## config.mk

```make
export PLATFORM = sky130hd
export DESIGN_NAME = serial_add_ctrl
export DESIGN_NICKNAME = d
export VERILOG_FILES = /design/src/rtl/serial_add_ctrl.sv
export SDC_FILE = /design/constraint.sdc
export NUM_CORES = 1
export LEC_CHECK = 0
export CAP_MARGIN = 20
export CORE_ASPECT_RATIO = 1.1
export CORE_MARGIN = 5
export CORE_UTILIZATION = 46
export CTS_CLUSTER_SIZE = 20
export DETAILED_ROUTE_END_ITERATION = 7
export GPL_TIMING_DRIVEN = 1
export PLACE_DENSITY = 0.78
export SYNTH_ARGS = -nofsm -noshare
export SYNTH_HDL_FRONTEND = slang
export SYNTH_HIERARCHICAL = 1
export SYNTH_SLANG_ARGS = --single-unit
```

## constraint.sdc

```tcl
create_clock -name clk -period 2.1 [get_ports clk]
set_input_delay 0.315 -clock clk [delete_from_list [all_inputs] [get_ports clk]]
set_output_delay 0.315 -clock clk [all_outputs]
set_load 0.01 [all_outputs]
```

## src/rtl/serial_add_ctrl.sv

```systemverilog
// Multi-cycle WIDTH-bit adder that reuses one 2-bit adder slice, LSB slice first, with start/done handshake.
// Optional signed-overflow flag output enabled by defining OVERFLOW_FLAG_EN.

module adder2bit (
  input  logic [1:0] a_i,
  input  logic [1:0] b_i,
  input  logic       cin_i,
  output logic [1:0] sum_o,
  output logic       cout_o
);
  assign {cout_o, sum_o} = {1'b0, a_i} + {1'b0, b_i} + {2'b00, cin_i};
endmodule

module serial_add_ctrl #(
  parameter int WIDTH = 8
) (
  input  logic             clk,
  input  logic             rst,
  input  logic             start,
  input  logic [WIDTH-1:0] a,
  input  logic [WIDTH-1:0] b,
  input  logic             cin,
  output logic             busy,
  output logic             done,
  output logic [WIDTH-1:0] sum,
  output logic             cout
`ifdef OVERFLOW_FLAG_EN
  ,
  output logic             ovf
`endif
);
  localparam int NSLICE = WIDTH / 2;
  localparam int IDXW   = (NSLICE > 1) ? $clog2(NSLICE) : 1;

  typedef enum logic [1:0] {S_IDLE, S_RUN, S_DONE} state_t;

  state_t            state_q;
  logic [IDXW-1:0]   idx_q;
  logic              carry_q;
  logic              busy_q;
  logic              done_q;
  logic [WIDTH-1:0]  sum_q;
  logic              cout_q;
  logic [WIDTH-1:0]  a_q;
  logic [WIDTH-1:0]  b_q;
  logic [WIDTH-1:0]  acc_q;

  logic [WIDTH-1:0]  a_sh;
  logic [WIDTH-1:0]  b_sh;
  logic [1:0]        slice_sum;
  logic              slice_cout;
  logic [WIDTH-1:0]  sum_d;
  logic              accept;
  logic              last_slice;

  assign accept     = start && (state_q != S_RUN);
  assign last_slice = (idx_q == IDXW'(NSLICE - 1));
  assign a_sh       = a_q >> {idx_q, 1'b0};
  assign b_sh       = b_q >> {idx_q, 1'b0};

  adder2bit u_slice (
    .a_i    (a_sh[1:0]),
    .b_i    (b_sh[1:0]),
    .cin_i  (carry_q),
    .sum_o  (slice_sum),
    .cout_o (slice_cout)
  );

  // Accumulator with the current slice result merged in; on the last slice this is the final sum.
  assign sum_d = (acc_q & ~(WIDTH'(2'b11) << {idx_q, 1'b0}))
               | (WIDTH'(slice_sum) << {idx_q, 1'b0});

  always_ff @(posedge clk) begin
    if (accept) begin
      a_q <= a;
      b_q <= b;
    end
    if (state_q == S_RUN) begin
      acc_q <= sum_d;
    end
  end

  always_ff @(posedge clk or posedge rst) begin
    if (rst) begin
      state_q <= S_IDLE;
      idx_q   <= '0;
      carry_q <= 1'b0;
      busy_q  <= 1'b0;
      done_q  <= 1'b0;
      sum_q   <= '0;
      cout_q  <= 1'b0;
`ifdef OVERFLOW_FLAG_EN
      ovf     <= 1'b0;
`endif
    end else begin
      case (state_q)
        S_IDLE, S_DONE: begin
          done_q <= 1'b0;
          if (start) begin
            state_q <= S_RUN;
            idx_q   <= '0;
            carry_q <= cin;
            busy_q  <= 1'b1;
          end else begin
            state_q <= S_IDLE;
            busy_q  <= 1'b0;
          end
        end
        S_RUN: begin
          carry_q <= slice_cout;
          idx_q   <= idx_q + 1'b1;
          if (last_slice) begin
            state_q <= S_DONE;
            busy_q  <= 1'b0;
            done_q  <= 1'b1;
            sum_q   <= sum_d;
            cout_q  <= slice_cout;
`ifdef OVERFLOW_FLAG_EN
            ovf     <= (a_q[WIDTH-1] == b_q[WIDTH-1]) && (sum_d[WIDTH-1] != a_q[WIDTH-1]);
`endif
          end
        end
        default: begin
          state_q <= S_IDLE;
          busy_q  <= 1'b0;
          done_q  <= 1'b0;
        end
      endcase
    end
  end

  assign busy = busy_q;
  assign done = done_q;
  assign sum  = sum_q;
  assign cout = cout_q;

endmodule
```

==> reports/results.tsv, run 1 <==
metric	value	unit
fin_nets	186	
slew_headroom	0.628	
fin_ws	-142	ps
synth_edf_count	22	
grt_pass1_vias	1092	
syn_inst	119	
antenna_found_initial	0	
antenna_left	0	
cts_buffer_depth	2	
fill_cells	269	
worstPathRequired	2200	ps
critPathKind	flip-flop to flip-flop	
dp_hpwl	2230	um
yosysSeqAreaShare	0.638	
finish.instance_area	0.00209	sq mm
hp-class	primary input to asynchronous set/reset pin	
cellLeakagePower	0.908	nW
vdd_drop_max	677	uV
fp.dieW	66.7	um
core	0.00339	sq mm
grt_pass1_wl	4920	um
synth_area_leaders	edfxtp_1 (41%), dfrtp_1 (23%), inv_1 (6.0%)	
ys.flop_type	edfxtp_1	
fmax	446	MHz
fin_crit	2240	ps
routabilityCongestion	0.827	
synth_area_per_cell	13.6	sq um
drtIter0Drc	50	
hold_viol_final	0	
path_clk_slew	110	ps
critPathSlowestCell	fa_1	
path_common_cell	inv_2	
multiInputGateArea	485	sq um
clock-sinks	37	
start_util	0.480	
root_buffer	clkbuf_4	
instances_no_fill	209	
crit_path_max_incr_delay	510	ps
drv_cap	0	
place.port_buffers	30	
insertion_delay	330	ps
rsz0062_at_grt	true	
p_sw	0.00119	W
intPower	0.00203	W
grt_max_degree	19	
worstMarginPinSlew	558	ps
cp.arrival	2340	ps
antenna_cells	0	
p_clk_frac	0.109	
area_delta_synth_final	28.6	%
rows	22	
placedCellCount	199	
cts_hold_buf	0	
vias	995	
grt.total_usage	0.138	
fin_crit_sh	1.07	
die-area	0.00482	sq mm
cts_made_buffers	5	
htreeDepth	2	
startpoint_type	flip-flop	
path_cells	mux4_2 -> inv_2 -> fa_2 -> fa_1 -> inv_2 -> a2bb2oi_2 -> inv_1	
cts_tree	yes	
drt-vias-per-instance	4.76	
endpoint_kind	flip-flop	
drive_gt1_frac	0.186	
status	complete, but fails checks	
syn_area	0.00162	sq mm
r2r_slack	-140	ps
drc	0	
comb_power_share	0.501	
wl_per_cell	13.7	um
drtPass1Iterations	4	
synth.distinct_cells	26	
wirelength	2860	um
violations	setup timing	
slew_viol_final	0	
die_h	72.3	um
ys_async_sr_fraction	0.405	
io_pins	31	
path_max_fanout	4	
setup_viol	7	
synth_nets	145	
seqCellArea	0.00104	sq mm
tns	-613	ps
ys_warn_count	6	
p_seq_frac	0.390	
yosys_register_bits	37	
power_per_cell_area	1540	mW/mm^2
netlist.area_leader.share	0.407	
fin_skew	10.4	ps
yosysTopAreaCell	edfxtp_1	
place_area	0.00202	sq mm
grt_overflow	0	
netSwitchingFraction	0.370	
layout by cell type (no fill, tap or decap), types with 2 or more instances in the layout:
master,netlist,layout
a2bb2oi_2,0,3
o31ai_1,2,2
inv_2,0,3
nand2_1,9,9
nand2b_1,2,2
edfxtp_1,22,22
clkdlybuf4s50_1,0,30
o21ai_1,3,5
buf_4,0,6
a2bb2oi_1,6,3
dfrtp_1,15,14
ha_1,4,4
clkinv_2,0,2
and2b_1,2,2
inv_1,26,23
nand3_1,3,2
o21ai_0,7,5
mux4_2,3,4
clkbuf_4,0,5
path summary, 6_finish.rpt:
kind | from | endpoint | depth (start not counted)
setup / recovery | idx_q[0] | acc_q[3] | 7
hold reg to reg | sum[0] | sum[0] | 2
setup reg to reg | idx_q[0] | acc_q[3] | 7
max in group asynchronous | rst | idx_q[0] | 2
min in group clk | sum[0] | sum[0] | 2
hold / removal | rst | idx_q[0] | 2
final cells by class:
cell class / count / share of cell area
clock inverter: 2 / 0.00479
timing repair buffer: 37 / 0.171
multi-input combinational: 53 / 0.232
tap: 48 / 0.0288
sequential: 37 / 0.497
inverter: 26 / 0.0467
clock buffer: 6 / 0.0198
sequential cells by signal (all words and copies together) (netlist names):
signal / cells
a_q: 8
b_q: 8
sum: 8
acc_q: 6
idx_q: 2
state_q: 2
busy: 1
carry_q: 1
cout: 1
power by group through the flow:
stage          combinational [W]  clock, W  sequential [W]
6_report                 0.00161  0.000352         0.00125
5_1_grt                  0.00177  0.000406         0.00129
3_5_place_dp             0.00152         0         0.00127
2_1_floorplan           0.000974         0         0.00128
3_3_place_gp             0.00145         0         0.00126
4_1_cts                  0.00154  0.000369         0.00126
cells in the mapped netlist (2+ instances only):
library cell  count
buf_6             2
nand2b_1          2
edfxtp_1         22
ha_1              4
inv_1            26
dfrtp_1          15
a2bb2oi_1         6
o31ai_1           2
nand2_1           9
o21ai_1           3
and2b_1           2
mux4_2            3
o21ai_0           7
nand3_1           3
fa_1              2
stage by stage:
stage | setup slack (ps) | util | total power, W | hold slack [ps]
after detailed placement | -190 | 0.595 | 0.00279 | 472
after CTS | -135 | 0.612 | 0.00316 | 337
after global placement | -105 | 0.595 | 0.00271 | 465
after global routing | -235 | 0.617 | 0.00347 | 382
after floorplan | -135 | - | 0.00226 | 216
final | -142 | 0.617 | 0.00322 | 326
kinds of logic (layout without fill, tap and decap cells):
| group | count (synthesis) | after routing | synth area share |
|---|---|---|---|
| multiplexers | 7 | 7 | 0.0801 |
| adder cells (fa/ha/maj) | 6 | 6 | 0.0555 |
| buffers and inverters | 29 | 71 | 0.0770 |
| AND/OR/NAND/NOR | 20 | 20 | 0.0693 |
| AO/OA/AOI/OAI | 20 | 20 | 0.0801 |
| flip-flops | 37 | 37 | 0.638 |
layer usage:
layer,track usage,vias up,share of wire
li1,-,484,-
met1,0.152,483,0.40
met2,0.246,24,0.55
met3,0.0495,4,0.051
met4,0.0406,0,0.0056
met5,0,-,0
what timing repair did:
action | 4_1_cts | 5_1_grt
gates resized for setup | 2 | 4
setup endpoints to repair | 7 | 7
setup buffers | 1 | 1
gates cloned | 0 | 0
pin swaps | 3 | 3
critical path, delay by kind of cell, from the launching register on:
family / cells / cell delay, ps
buffers and inverters: 3 / 160
adder cells (fa/ha/maj): 2 / 890
flip-flops: 1 / 450
multiplexers: 1 / 350
AO/OA/AOI/OAI: 1 / 150
No activity file was read; power rests on OpenSTA's default activity.
==> run 2: changes to the inputs <==
--- a/config.mk
+++ b/config.mk
@@ -11,7 +11,6 @@
 export CORE_UTILIZATION = 46
 export CTS_CLUSTER_SIZE = 20
 export DETAILED_ROUTE_END_ITERATION = 7
-export GPL_TIMING_DRIVEN = 1
 export PLACE_DENSITY = 0.78
 export SYNTH_ARGS = -nofsm -noshare
 export SYNTH_HDL_FRONTEND = slang
==> results of run 2 <==
The final DEF is identical to that of run 1; final timing and power are the same.
